<file path="config.mk">
export PLATFORM = sky130hd
export DESIGN_NAME = bola
export DESIGN_NICKNAME = d
export VERILOG_FILES = /design/src/rtl/bola.sv
export SDC_FILE = /design/constraint.sdc
export NUM_CORES = 1
export LEC_CHECK = 0
export CORE_AREA = 2 2 113 159
export CTS_CLUSTER_SIZE = 12
export DETAILED_ROUTE_END_ITERATION = 12
export DIE_AREA = 0 0 115 161
export PLACE_DENSITY = 0.49
export SLEW_MARGIN = 0
export SYNTH_ARGS = -nofsm -noshare
export SYNTH_HDL_FRONTEND = slang
export SYNTH_SLANG_ARGS = --single-unit
</file>
<file path="constraint.sdc">
create_clock -name CLOCK_50 -period 3.63 [get_ports CLOCK_50]
set_input_delay 0.9075 -clock CLOCK_50 [delete_from_list [all_inputs] [get_ports CLOCK_50]]
set_output_delay 0.9075 -clock CLOCK_50 [all_outputs]
set_load 0.02 [all_outputs]
</file>
<file path="src/rtl/bola.sv">
// Ball engine for the paddle game: rides the paddle until launched, then moves on a
// fixed tick, reflecting off walls, ceiling and paddle, and counts lives on misses.
module bola #(
    parameter int TICK_DIV       = 250000,
    parameter int PASSO          = 2,
    parameter int LARG_NAVE      = 45,
    parameter int TAM_BOLA       = 8,
    parameter int VIDAS_INICIAIS = 3
) (
    input  logic       CLOCK_50,
    input  logic       reset,
    input  logic       reiniciarJogo,
    input  logic       pausa,
    input  logic       lancar,
    input  logic [9:0] x_nave,
    input  logic [9:0] y_nave,
    output logic [9:0] x_bola,
    output logic [9:0] y_bola,
    output logic       bateu,
    output logic       perdeuVida,
    output logic [2:0] vidas,
    output logic       fimDeJogo
);

    localparam int CW = (TICK_DIV > 1) ? $clog2(TICK_DIV) : 1;
    localparam logic [9:0]  X_OFS = 10'(LARG_NAVE / 2 - TAM_BOLA / 2);
    // Reset position is the ball resting on the paddle at its default 320/410 spot.
    localparam logic [9:0]  X_RST = 10'(320 + LARG_NAVE / 2 - TAM_BOLA / 2);
    localparam logic [9:0]  Y_RST = 10'(410 - TAM_BOLA);
    localparam logic [10:0] T11   = 11'(TAM_BOLA);
    localparam logic [10:0] P11   = 11'(PASSO);
    localparam logic [10:0] L11   = 11'(LARG_NAVE);

    typedef enum logic [1:0] {ESPERA, MOVENDO, PERDEU, FIM} estado_t;

    estado_t       estado, estado_n;
    logic [9:0]    x_n, y_n;
    logic          dir_x, dir_x_n, dir_y, dir_y_n;
    logic [CW-1:0] cnt, cnt_n;
    logic [2:0]    vidas_n;
    logic          bateu_n, perdeu_n;
    logic          rst, tick, hit;
    logic [10:0]   xb, yb, xn, yn;

    assign rst       = reset | reiniciarJogo;
    assign fimDeJogo = (estado == FIM);
    assign tick      = (cnt == CW'(TICK_DIV - 1)) && !pausa;

    // Widen to 11 bits so edge sums never wrap.
    assign xb = {1'b0, x_bola};
    assign yb = {1'b0, y_bola};
    assign xn = {1'b0, x_nave};
    assign yn = {1'b0, y_nave};

    assign hit = (yb + T11 <= yn) && (yb + T11 + P11 >= yn) &&
                 (xb + T11 > xn) && (xb < xn + L11);

    always_ff @(posedge CLOCK_50 or posedge rst) begin
        if (rst) begin
            estado     <= ESPERA;
            x_bola     <= X_RST;
            y_bola     <= Y_RST;
            dir_x      <= 1'b0;
            dir_y      <= 1'b1;
            cnt        <= '0;
            vidas      <= 3'(VIDAS_INICIAIS);
            bateu      <= 1'b0;
            perdeuVida <= 1'b0;
        end else begin
            estado     <= estado_n;
            x_bola     <= x_n;
            y_bola     <= y_n;
            dir_x      <= dir_x_n;
            dir_y      <= dir_y_n;
            cnt        <= cnt_n;
            vidas      <= vidas_n;
            bateu      <= bateu_n;
            perdeuVida <= perdeu_n;
        end
    end

    always_comb begin
        estado_n = estado;
        x_n      = x_bola;
        y_n      = y_bola;
        dir_x_n  = dir_x;
        dir_y_n  = dir_y;
        vidas_n  = vidas;
        bateu_n  = 1'b0;
        perdeu_n = 1'b0;
        cnt_n    = pausa ? cnt : (tick ? '0 : cnt + CW'(1));

        case (estado)
            ESPERA: begin
                x_n = x_nave + X_OFS;
                y_n = y_nave - 10'(TAM_BOLA);
                if (lancar && !pausa) begin
                    estado_n = MOVENDO;
                    dir_x_n  = 1'b0;
                    dir_y_n  = 1'b1;
                    cnt_n    = '0;
                end
            end
            MOVENDO: begin
                if (tick) begin
                    // Axes are independent so a corner flips both directions at once.
                    if (!dir_x) begin
                        if (xb + T11 + P11 >= 11'd640) begin
                            x_n     = 10'(640 - TAM_BOLA);
                            dir_x_n = 1'b1;
                        end else begin
                            x_n = x_bola + 10'(PASSO);
                        end
                    end else if (xb <= P11) begin
                        x_n     = '0;
                        dir_x_n = 1'b0;
                    end else begin
                        x_n = x_bola - 10'(PASSO);
                    end

                    if (dir_y) begin
                        if (yb <= P11) begin
                            y_n     = '0;
                            dir_y_n = 1'b0;
                        end else begin
                            y_n = y_bola - 10'(PASSO);
                        end
                    end else if (hit) begin
                        y_n     = y_nave - 10'(TAM_BOLA);
                        dir_y_n = 1'b1;
                        bateu_n = 1'b1;
                    end else if (yb + T11 + P11 >= 11'd480) begin
                        estado_n = PERDEU;
                        perdeu_n = 1'b1;
                        if (vidas != 3'd0)
                            vidas_n = vidas - 3'd1;
                    end else begin
                        y_n = y_bola + 10'(PASSO);
                    end
                end
            end
            PERDEU:  estado_n = (vidas == 3'd0) ? FIM : ESPERA;
            FIM:     estado_n = FIM;
            default: estado_n = ESPERA;
        endcase
    end

endmodule

</file>
==> results.py, run 1 <==
metrics = {
    "worst_setup_path": {
        "worst_ep_arrival_time_ns": 3.83,
        "startpoint": "x_nave[1]",
        "crit_fanout": 7,
        "worst_ep_required_time_ns": 3.85,
        "rr_endpoint": "y_bola[0]",
        "timing.reg2reg.setup_slack_ns": 0.03,
        "end_kind": "register",
        "reg2reg_from": "y_bola[4]",
        "start_kind": "input pin",
        "r2r.worst_path.cells": 14,
        "worstSetupPathType": "input pin to register",
    },
    "synth": {
        "post_synth_edffs": 0,
        "synth_top_cell_area_share_pct": 17.9,
        "post_synth_main_area_contributors": "dfrtp_1 18%, ha_1 14%, xnor2_1 7.3%",
        "synth-seq-cells": 47,
        "syn-instance-count": 620,
        "mappedNetlistArea_mm2": 0.00503,
        "post_synth_num_cell_types": 77,
        "synth_top_cell_by_area": "dfrtp_1",
        "synthFlopType": "dfrtp_1",
        "syn-num-nets": 703,
        "synthesis.area_per_instance_um2": 8.11,
        "synth-seq-area-share_pct": 23.7,
        "synthArstFlopShare_pct": 100,
        "yosys_warnings": 0,
    },
    "timing": {
        "relSlewSlack_pct": 53.8,
        "finalSetupViolations": 0,
        "maxSlewViolCount": 0,
        "worstMarginPinSlew_ns": 0.693,
        "period_minus_slack_ns": 3.62,
        "max_clock_freq_mhz": 277,
        "timing.hold.ws_ns": 0.518,
        "fin_crit_sh_pct": 99.6,
        "hold_violation_count_in_the_final_report": 0,
        "final.setup_skew_ns": 0.00817,
        "unrepaired_setup_endpoints_after_global_routing": "yes",
    },
    "detailed_routing": {
        "route.detailed.wl_per_inst_um": 17.4,
        "detailedRoute.firstIterationViolations": 387,
        "drt_pre_antenna_iters": 5,
        "totalWireLength_um": 16900,
        "route.detailed.vias_per_inst": 5.24,
        "drc": 0,
        "detail-route-antenna-nets": 0,
        "via_count": 5085,
    },
    "die": {
        "core_mm2": 0.0171,
        "die_wd_um": 115,
        "initial_utilization_pct": 29.4,
        "io-pin-count": 51,
        "die_h_um": 161,
        "std_cell_rows": 57,
        "floorplan.die_area_mm2": 0.0185,
    },
    "power": {
        "power_per_cell_area_mw_per_mm2": 220,
        "logic_pwr_share_pct": 24.4,
        "power.static_leakage_uw": 0.00308,
        "worst_ir_drop_vdd_v": 0.000251,
        "seq_power_share_pct": 38.9,
        "power_switching_uw": 452,
        "p_sw_share_pct": 29.6,
        "power_report.internal_total_uw": 1070,
        "pwr-share-clk_pct": 36.7,
    },
    "hold_path": {
        "min_delay_worst_endpoint": "cnt[1]",
        "hold_path_depth": 2,
        "hold_class": "register to register",
        "hold_path_startpoint": "cnt[1]",
    },
    "clock_network": {
        "insertion_delay_of_the_later_clocked_pin_in_the_worst_skew_pair_ns": 0.30,
        "cts-root-buf": "clkbuf_16",
        "htree_num_levels": 2,
        "cts.sinks": 47,
        "cts_inserted_buffers": 5,
        "clockBufferDepth": 2,
        "cts_hold_buffers": 0,
        "clk_pin_slew_ns": 0.07,
        "tritoncts_clock_tree": "built",
    },
    "finish": {
        "final_net_count": 846,
        "stdcell_count": 970,
        "area_delta_synth_final_pct": 38.0,
        "n_fill_cell": 1751,
        "layout-drive-gt1-share_pct": 25.3,
        "layout_commonest_cell": "buf_4",
        "antennaDiodeCount": 0,
        "layout.core_utilization_pct": 40.6,
        "final_cell_area_mm2": 0.00694,
        "mostFrequentLayoutCells": "103 x buf_4, 63 x nor2_1, 52 x ha_1, 45 x clkdlybuf4s50_1, 41 x inv_1",
    },
    "global_routing": {
        "wire_length_of_the_first_global_routing_pass_um": 27200,
        "grt_pass1_vias": 5195,
        "globalRoute.totalOverflow": 0,
        "antenna_violations_before_repair": 0,
        "maximum_number_of_pins_on_one_net_before_global_route_repair": 29,
        "track_usage_pct": 18.6,
    },
    "place": {
        "postPlaceCellArea_mm2": 0.00646,
        "buffer_ports.inserted": 50,
        "dp.cells": 952,
        "finalWeightedCongestion": 0.894,
        "dp_hpwl_um": 13700,
    },
    "run_status": {
        "status": "completed",
    },
    "job": {
        "maxCapViolations": 0,
    },
}
-- sequential cells by signal, summed over array words and instances, names as in the netlist --
| register | count |
|---|---|
| x_bola | 10 |
| bateu | 1 |
| y_bola | 10 |
| vidas | 3 |
| cnt | 18 |
| dir_x | 1 |
| perdeuVida | 1 |
| estado | 2 |
| dir_y | 1 |
-- worst max-delay path, stage by stage --
cell and delay (ns):
buf_8 0.10, ha_4 0.15, or3_4 0.40, a21oi_4 0.15, nor2_2 0.05, xnor2_1 0.12, ha_1 0.32, a211oi_2 0.20
o21ai_1 0.11, o21ai_2 0.20, o2111ai_4 0.17, o21a_4 0.30, a31o_4 0.27, or2_0 0.21, a22oi_1 0.17
-- worst max-delay path by stage --
stage,to,cells past startpoint,slack [ns]
after global routing,y_bola[3],15,-0.16
after CTS,y_bola[0],15,-0.03
after global placement,y_bola[6],16,-0.79
final,y_bola[0],15,0.01
after detailed placement,y_bola[9],15,-0.84
after floorplan,y_bola[5],15,-0.04
-- cells in the mapped netlist (4+ instances only) --
| cell | instances |
|---|---|
| nor3_1 | 14 |
| xor2_1 | 22 |
| buf_2 | 9 |
| nor2_1 | 66 |
| inv_1 | 41 |
| ha_1 | 58 |
| a22oi_1 | 4 |
| o221ai_1 | 4 |
| xnor2_1 | 42 |
| and3_1 | 8 |
| o21ai_0 | 30 |
| dfrtp_1 | 36 |
| nand2b_1 | 11 |
| nand4_1 | 13 |
| nand2_1 | 37 |
| and2_1 | 8 |
| clkbuf_1 | 12 |
| dfstp_2 | 11 |
| o31ai_1 | 6 |
| nor2b_1 | 8 |
| a31oi_1 | 7 |
| nand3_1 | 29 |
| or3_1 | 6 |
| a211oi_1 | 8 |
| a21oi_1 | 31 |
| buf_4 | 4 |
| o22ai_1 | 5 |
| a221oi_1 | 4 |
| nor4_1 | 8 |
| o211ai_1 | 4 |
-- metrics by stage --
| stage | power (uW) | TNS (ns) | setup slack [ns] |
|---|---|---|---|
| final | 1530 | 0 | 0.0143 |
| after global routing | 1600 | -1.05 | -0.164 |
| after CTS | 1530 | -0.0253 | -0.0253 |
| after detailed placement | 959 | -12.81 | -0.844 |
| after global placement | 955 | -12.06 | -0.791 |
| after floorplan | 798 | -0.0398 | -0.0398 |
-- kinds of logic after synthesis --
| family | after synthesis | synth area share, % |
|---|---|---|
| flip-flops | 47 | 23.7 |
| AO/OA/AOI/OAI | 146 | 20.2 |
| XOR/XNOR | 64 | 11.1 |
| buffers and inverters | 68 | 5.75 |
| multiplexers | 5 | 1.07 |
| AND/OR/NAND/NOR | 232 | 23.7 |
| adder cells (fa/ha/maj) | 58 | 14.4 |
-- layer usage --
| layer | vias up | GRT usage, % | share of wire, % |
|---|---|---|---|
| li1 | 2516 | - | - |
| met1 | 2394 | 19.9 | 37 |
| met2 | 130 | 35.3 | 54 |
| met3 | 45 | 2.33 | 3.9 |
| met4 | 0 | 8.65 | 4.5 |
| met5 | - | 0 | 0 |
-- power groups by stage --
stage / registers [uW] / logic (uW) / clock network [uW]
floorplan: 600 / 198 / 0
global placement: 602 / 352 / 0
detailed placement: 603 / 356 / 0
CTS: 593 / 370 / 568
global route: 599 / 417 / 585
finish: 594 / 372 / 559
-- layout make-up --
| cell class | instances | area [um^2] | area share [%] |
|---|---|---|---|
| repair buffers | 162 | 1380 | 19.9 |
| well taps | 206 | 258 | 3.71 |
| inverters | 42 | 158 | 2.27 |
| clock inverters | 3 | 47.5 | 0.685 |
| multi-input cells | 505 | 3780 | 54.5 |
| clock buffers | 5 | 125 | 1.80 |
| flip-flops and latches | 47 | 1190 | 17.1 |
-- repair_timing --
item                                    4_1_cts  5_1_grt
setup buffers                                 3        7
gates resized for setup                      39       35
pin swaps                                    19       22
endpoints found under the setup margin       18       16
No activity file was read; power rests on OpenSTA's default activity.
==> run 2, diff against run 1 <==
--- a/config.mk
+++ b/config.mk
@@ -10,7 +10,8 @@
 export DETAILED_ROUTE_END_ITERATION = 12
 export DIE_AREA = 0 0 115 161
 export PLACE_DENSITY = 0.49
-export SLEW_MARGIN = 0
+export RECOVER_POWER = 25
+export SLEW_MARGIN = 20
 export SYNTH_ARGS = -nofsm -noshare
 export SYNTH_HDL_FRONTEND = slang
 export SYNTH_SLANG_ARGS = --single-unit
==> run 2 against run 1 <==
Against the previous run:
- the flow now finishes with violations (capacitance limit, slew limit)
- clock skew stayed put
- die area stayed put
- core utilization hardly changed
- first-iteration DRC count stayed put
- power hardly changed
- flip-flop and latch count stayed put
- largest cell class unchanged
- highest routed layer unchanged
==> results.py, run 2 (same netlist as run 1, synthesis figures left out) <==
metrics = {
    "worst_setup_path": {
        "r2r.worst_path.cells": 14,
        "end_kind": "register",
        "start_kind": "input pin",
        "rr_endpoint": "y_bola[0]",
        "timing.reg2reg.setup_slack_ns": 0.03,
        "reg2reg_from": "y_bola[4]",
        "crit_fanout": 7,
        "worst_ep_required_time_ns": 3.85,
        "worstSetupPathType": "input pin to register",
        "startpoint": "x_nave[1]",
        "worst_ep_arrival_time_ns": 3.83,
    },
    "power": {
        "power.static_leakage_uw": 0.00307,
        "total_power_uw": 1520,
        "worst_ir_drop_vdd_v": 0.000251,
        "power_per_cell_area_mw_per_mm2": 220,
    },
    "timing": {
        "unrepaired_setup_endpoints_after_global_routing": "yes",
        "max_clock_freq_mhz": 277,
        "maxSlewViolCount": 29,
        "relSlewSlack_pct": -4.46,
        "worstMarginPinSlew_ns": 1.57,
        "finalSetupViolations": 0,
        "period_minus_slack_ns": 3.62,
        "fin_crit_sh_pct": 99.6,
        "final.setup_skew_ns": 0.00817,
        "hold_violation_count_in_the_final_report": 0,
    },
    "clock_network": {
        "htree_num_levels": 2,
        "cts.sinks": 47,
        "insertion_delay_of_the_later_clocked_pin_in_the_worst_skew_pair_ns": 0.30,
        "cts_inserted_buffers": 5,
        "clk_pin_slew_ns": 0.07,
        "cts_hold_buffers": 0,
        "cts-root-buf": "clkbuf_16",
        "tritoncts_clock_tree": "built",
        "clockBufferDepth": 2,
    },
    "die": {
        "die_h_um": 161,
        "initial_utilization_pct": 29.4,
        "floorplan.die_area_mm2": 0.0185,
        "io-pin-count": 51,
        "core_mm2": 0.0171,
        "die_wd_um": 115,
        "std_cell_rows": 57,
    },
    "global_routing": {
        "antenna_violations_before_repair": 0,
        "globalRoute.totalOverflow": 0,
        "maximum_number_of_pins_on_one_net_before_global_route_repair": 29,
        "track_usage_pct": 18.6,
        "wire_length_of_the_first_global_routing_pass_um": 27200,
        "grt_pass1_vias": 5195,
    },
    "finish": {
        "antennaDiodeCount": 0,
        "final_cell_area_mm2": 0.00693,
        "max_flop_register": "cnt",
        "mostFrequentLayoutCells": "101 x buf_4, 63 x nor2_1, 52 x ha_1, 44 x clkdlybuf4s50_1, 41 x inv_1",
        "layout.core_utilization_pct": 40.5,
        "reg_top3": "cnt x18, x_bola x10, y_bola x10",
        "final_net_count": 846,
        "layout_commonest_cell": "buf_4",
        "largest_reg_flops": 18,
        "layout-drive-gt1-share_pct": 25.0,
        "n_fill_cell": 1753,
        "combined_flip_flop_and_latch_cell_area_mm2": 0.00119,
        "area_delta_synth_final_pct": 37.9,
        "multi_input_area_mm2": 0.00378,
    },
    "detailed_routing": {
        "detailedRoute.firstIterationViolations": 387,
        "drc": 0,
        "detail-route-antenna-nets": 0,
        "totalWireLength_um": 16900,
        "route.detailed.vias_per_inst": 5.24,
        "route.detailed.wl_per_inst_um": 17.4,
        "via_count": 5086,
        "drt_pre_antenna_iters": 5,
    },
    "run_status": {
        "status": "complete, but fails checks",
        "failing_checks": "capacitance limit, slew limit",
    },
    "hold_path": {
        "hold_path_startpoint": "cnt[1]",
        "hold_class": "register to register",
        "hold_path_depth": 2,
        "min_delay_worst_endpoint": "cnt[1]",
    },
    "place": {
        "postPlaceCellArea_mm2": 0.00646,
        "finalWeightedCongestion": 0.894,
        "dp_hpwl_um": 13700,
        "buffer_ports.inserted": 50,
    },
    "job": {
        "maxCapViolations": 1,
    },
}
run 2: cell types whose count changed in the layout (fill, tap and decap cells not counted):
cell | before | now
clkdlybuf4s50_1 | 45 | 44
buf_4 | 103 | 101
dlygate4sd3_1 | 0 | 1
clkbuf_1 | 0 | 2
run 2: area by class of cell:
type                       count  share of cell area, %
timing repair buffer         162                   19.8
clock inverter                 3                  0.686
sequential                    47                   17.2
inverter                      42                   2.27
clock buffer                   5                   1.80
multi-input combinational    505                   54.5
tap                          206                   3.72
run 2: per-layer routing:
metal | vias up | global-route usage (%) | part of all wire [%]
li1 | 2516 | - | -
met1 | 2395 | 19.9 | 37
met2 | 130 | 35.3 | 54
met3 | 45 | 2.33 | 3.9
met4 | 0 | 8.65 | 4.5
met5 | - | 0 | 0
run 2: worst max path at each step:
stage	to	slack, ns	cells after the start
floorplan	y_bola[5]	-0.04	15
global placement	y_bola[6]	-0.79	16
detailed placement	y_bola[9]	-0.84	15
CTS	y_bola[0]	-0.03	15
global route	y_bola[3]	-0.16	15
finish	y_bola[0]	0.01	15
run 2: per-stage QoR:
stage	setup TNS, ns	std cells	setup slack (ns)	hold slack, ns
global placement	-12.06	952	-0.791	0.492
finish	0	970	0.0142	0.518
CTS	-0.0253	963	-0.0253	0.508
floorplan	-0.0398	620	-0.0398	0.475
detailed placement	-12.81	952	-0.844	0.498
global route	-1.05	970	-0.164	0.536
run 2: what timing repair did:
action | in CTS | in global routing
setup endpoints to repair | 18 | 16
setup buffers | 3 | 7
resized for setup | 39 | 35
cloned | 0 | 0
pin swaps | 19 | 22
endpoints found under the hold margin | 0 | 0
run 2: power by group:
part / internal (uW) / switching [uW] / leakage (uW)
clock network: 330 / 230 / 0.0000844
registers: 556 / 37.5 / 0.000583
logic: 187 / 184 / 0.00241
total: 1070 / 452 / 0.00307
run 2: critical path, stage by stage:
cell and delay (ns):
buf_8 0.10, ha_4 0.15, or3_4 0.40, a21oi_4 0.15, nor2_2 0.05, xnor2_1 0.12
ha_1 0.32, a211oi_2 0.20, o21ai_1 0.11, o21ai_2 0.20, o2111ai_4 0.17, o21a_4 0.30
a31o_4 0.27, or2_0 0.21, a22oi_1 0.17
==> run 3, diff against run 2 <==
--- a/config.mk
+++ b/config.mk
@@ -9,6 +9,7 @@
 export CTS_CLUSTER_SIZE = 12
 export DETAILED_ROUTE_END_ITERATION = 12
 export DIE_AREA = 0 0 115 161
+export MAX_ROUTING_LAYER = met4
 export PLACE_DENSITY = 0.49
 export RECOVER_POWER = 25
 export SLEW_MARGIN = 20
==> run 3 against run 2 <==
Against the previous run:
- largest power group unchanged
- via count increased by 0.35%
- critical endpoint unchanged
- worst hold slack got worse by 0.016 ns
- non-clock buffer count decreased by 4
- cell area decreased by 0.85%
- the run now ends clean
- sequential power about the same
- power about the same
- die area unchanged
- highest routed layer unchanged
- core utilization decreased by 0.34 points
- setup slack improved by 0.093 ns
- largest cell class unchanged
- global-route usage increased by 0.47 points
- clock skew about the same
- sequential share of layout area increased by 0.15 points
==> results.py, run 3 (same netlist as run 1, synthesis figures left out) <==
metrics = {
    "run_status": {
        "status": "completed",
    },
    "global_routing": {
        "global_route.usage.met3_pct": 1.76,
        "globalRoute.busiestLayer": "met2",
        "grt_pass1_vias": 5258,
        "met1_track_demand_over_resource_in_global_routing_pct": 19.9,
        "track_usage_pct": 19.1,
        "maximum_number_of_pins_on_one_net_before_global_route_repair": 48,
        "grt_util_met2_pct": 36.3,
        "wire_length_of_the_first_global_routing_pass_um": 27300,
        "globalRoute.totalOverflow": 0,
        "antenna_violations_before_repair": 0,
    },
    "hold_path": {
        "hold_class": "register to register",
        "hold_path_depth": 1,
    },
    "finish": {
        "stdcell_count": 966,
        "reg_top3": "cnt x18, x_bola x10, y_bola x10",
        "combined_flip_flop_and_latch_cell_area_mm2": 0.00119,
        "largest_reg_flops": 18,
        "final_net_count": 842,
        "layout-drive-gt1-share_pct": 24.6,
        "max_flop_register": "cnt",
        "mostFrequentLayoutCells": "101 x buf_4, 63 x nor2_1, 51 x ha_1, 44 x clkdlybuf4s50_1",
        "antennaDiodeCount": 0,
        "area_delta_synth_final_pct": 36.7,
        "layout_commonest_cell": "buf_4",
        "multi_input_area_mm2": 0.00376,
        "n_fill_cell": 1758,
        "layout.core_utilization_pct": 40.2,
    },
    "worst_setup_path": {
        "crit_family": "compound AO/OA/AOI/OAI gates",
        "end_kind": "register",
        "start_kind": "input pin",
        "worst_ep_required_time_ns": 3.84,
        "path_buf_inv": 3,
        "cp_cell_sequence": "clkdlybuf4s50_1 > buf_4 > inv_1 > ha_1 > nand4_1 > nor2_1 > o21ai_0 > nand4b_1 > o2111ai_4 > o21a_4 > a31o_4 > or2_0 > a22oi_1",
        "worst_ep_arrival_time_ns": 3.73,
        "r2r.worst_path.cells": 14,
        "timing.critical_path.depth": 13,
        "crit_fanout": 8,
        "crit_path_top_delay_cell": "clkdlybuf4s50_1",
        "critical_path.max_stage_delay_ns": 0.50,
        "worstSetupPathType": "input pin to register",
    },
    "place": {
        "dp_hpwl_um": 13800,
        "buffer_ports.inserted": 50,
        "finalWeightedCongestion": 0.914,
        "dp.cells": 951,
        "detailedPlace.worstSlack_ns": -0.831,
    },
    "die": {
        "io-pin-count": 51,
        "die_h_um": 161,
        "core_mm2": 0.0171,
        "die_wd_um": 115,
        "floorplan.die_area_mm2": 0.0185,
        "initial_utilization_pct": 29.4,
        "std_cell_rows": 57,
    },
    "timing": {
        "totalNegativeSetupSlack_ns": 0,
        "finalSetupViolations": 0,
        "worstMarginPinSlew_ns": 1.28,
        "relSlewSlack_pct": 14.6,
        "hold_violation_count_in_the_final_report": 0,
        "maxSlewViolCount": 0,
        "unrepaired_setup_endpoints_after_global_routing": "yes",
        "period_minus_slack_ns": 3.52,
        "finalWorstSetupSlack_ns": 0.108,
        "max_clock_freq_mhz": 284,
        "final.setup_skew_ns": 0.00787,
        "fin_crit_sh_pct": 97.0,
    },
    "power": {
        "power.static_leakage_uw": 0.00303,
        "p_sw_share_pct": 29.6,
        "pwr-share-clk_pct": 36.6,
        "logic_pwr_share_pct": 24.6,
        "power_switching_uw": 450,
        "power_per_cell_area_mw_per_mm2": 222,
        "worst_ir_drop_vdd_v": 0.000183,
        "power_report.internal_total_uw": 1070,
        "seq_power_share_pct": 38.9,
    },
    "detailed_routing": {
        "route.detailed.vias_per_inst": 5.28,
        "drc": 0,
        "detail-route-antenna-nets": 0,
        "via_count": 5104,
        "drt_pre_antenna_iters": 5,
        "detailedRoute.firstIterationViolations": 300,
        "totalWireLength_um": 17200,
        "route.detailed.wl_per_inst_um": 17.8,
    },
    "clock_network": {
        "cts_inserted_buffers": 5,
        "cts_hold_buffers": 0,
        "clk_pin_slew_ns": 0.07,
        "htree_num_levels": 2,
        "cts-root-buf": "clkbuf_16",
        "insertion_delay_of_the_later_clocked_pin_in_the_worst_skew_pair_ns": 0.29,
        "cts.sinks": 47,
        "clockBufferDepth": 2,
        "tritoncts_clock_tree": "built",
    },
    "job": {
        "maxCapViolations": 0,
    },
}
[run 3: worst register-to-register path: cells and delay by family, from the launching register on]
family / cells / cell delay, ns
buffers and inverters: 3 / 0.39
DFF: 1 / 0.57
adders and majority gates: 1 / 0.23
and+or+nand+nor: 5 / 1.29
AOI/OAI and AO/OA: 4 / 0.72
muxes: 1 / 0.19
[run 3: power by group through the flow]
stage / clock network (uW) / registers, uW / logic, uW
after CTS: 567 / 593 / 368
after global routing: 585 / 599 / 417
after global placement: 0 / 602 / 350
after floorplan: 0 / 600 / 198
after detailed placement: 0 / 602 / 355
final: 557 / 592 / 374
[run 3: layout make-up]
| cell class | instances | area share, % |
|---|---|---|
| Inverter | 42 | 2.29 |
| Multi-Input combinational cell | 505 | 54.7 |
| Timing Repair Buffer | 158 | 19.5 |
| Clock buffer | 5 | 1.82 |
| Clock inverter | 3 | 0.673 |
| Tap cell | 206 | 3.75 |
| Sequential cell | 47 | 17.3 |
[run 3: stage by stage]
stage	power, uW	instance area [um^2]	hold WS, ns
2_1_floorplan	798	5070	0.475
3_3_place_gp	952	6460	0.490
3_5_place_dp	957	6460	0.494
4_1_cts	1530	6720	0.506
5_1_grt	1600	6880	0.510
6_report	1520	6880	0.503
[run 3: layer usage]
metal	up-vias	wire (um)
met1	2451	6550
met4	0	531
met5	-	0
li1	2505	-
met2	112	9720
met3	36	419
[run 3: timing repair]
action | 4_1_cts | 5_1_grt
gates resized for setup | 30 | 31
setup buffers | 3 | 4
setup endpoints to repair | 18 | 15
pin swaps | 16 | 23
[run 3: path summary, 6_finish.rpt]
check	from	endpoint	slack (ns)
setup reg to reg	y_bola[4]	vidas[1]	0.18
hold reg to reg	vidas[0]	vidas[0]	0.50
max in group asynchronous	reiniciarJogo	y_bola[3]	1.28
hold / removal	vidas[0]	vidas[0]	0.50
min in group asynchronous	reset	bateu	1.43
setup / recovery	x_nave[6]	y_bola[0]	0.11
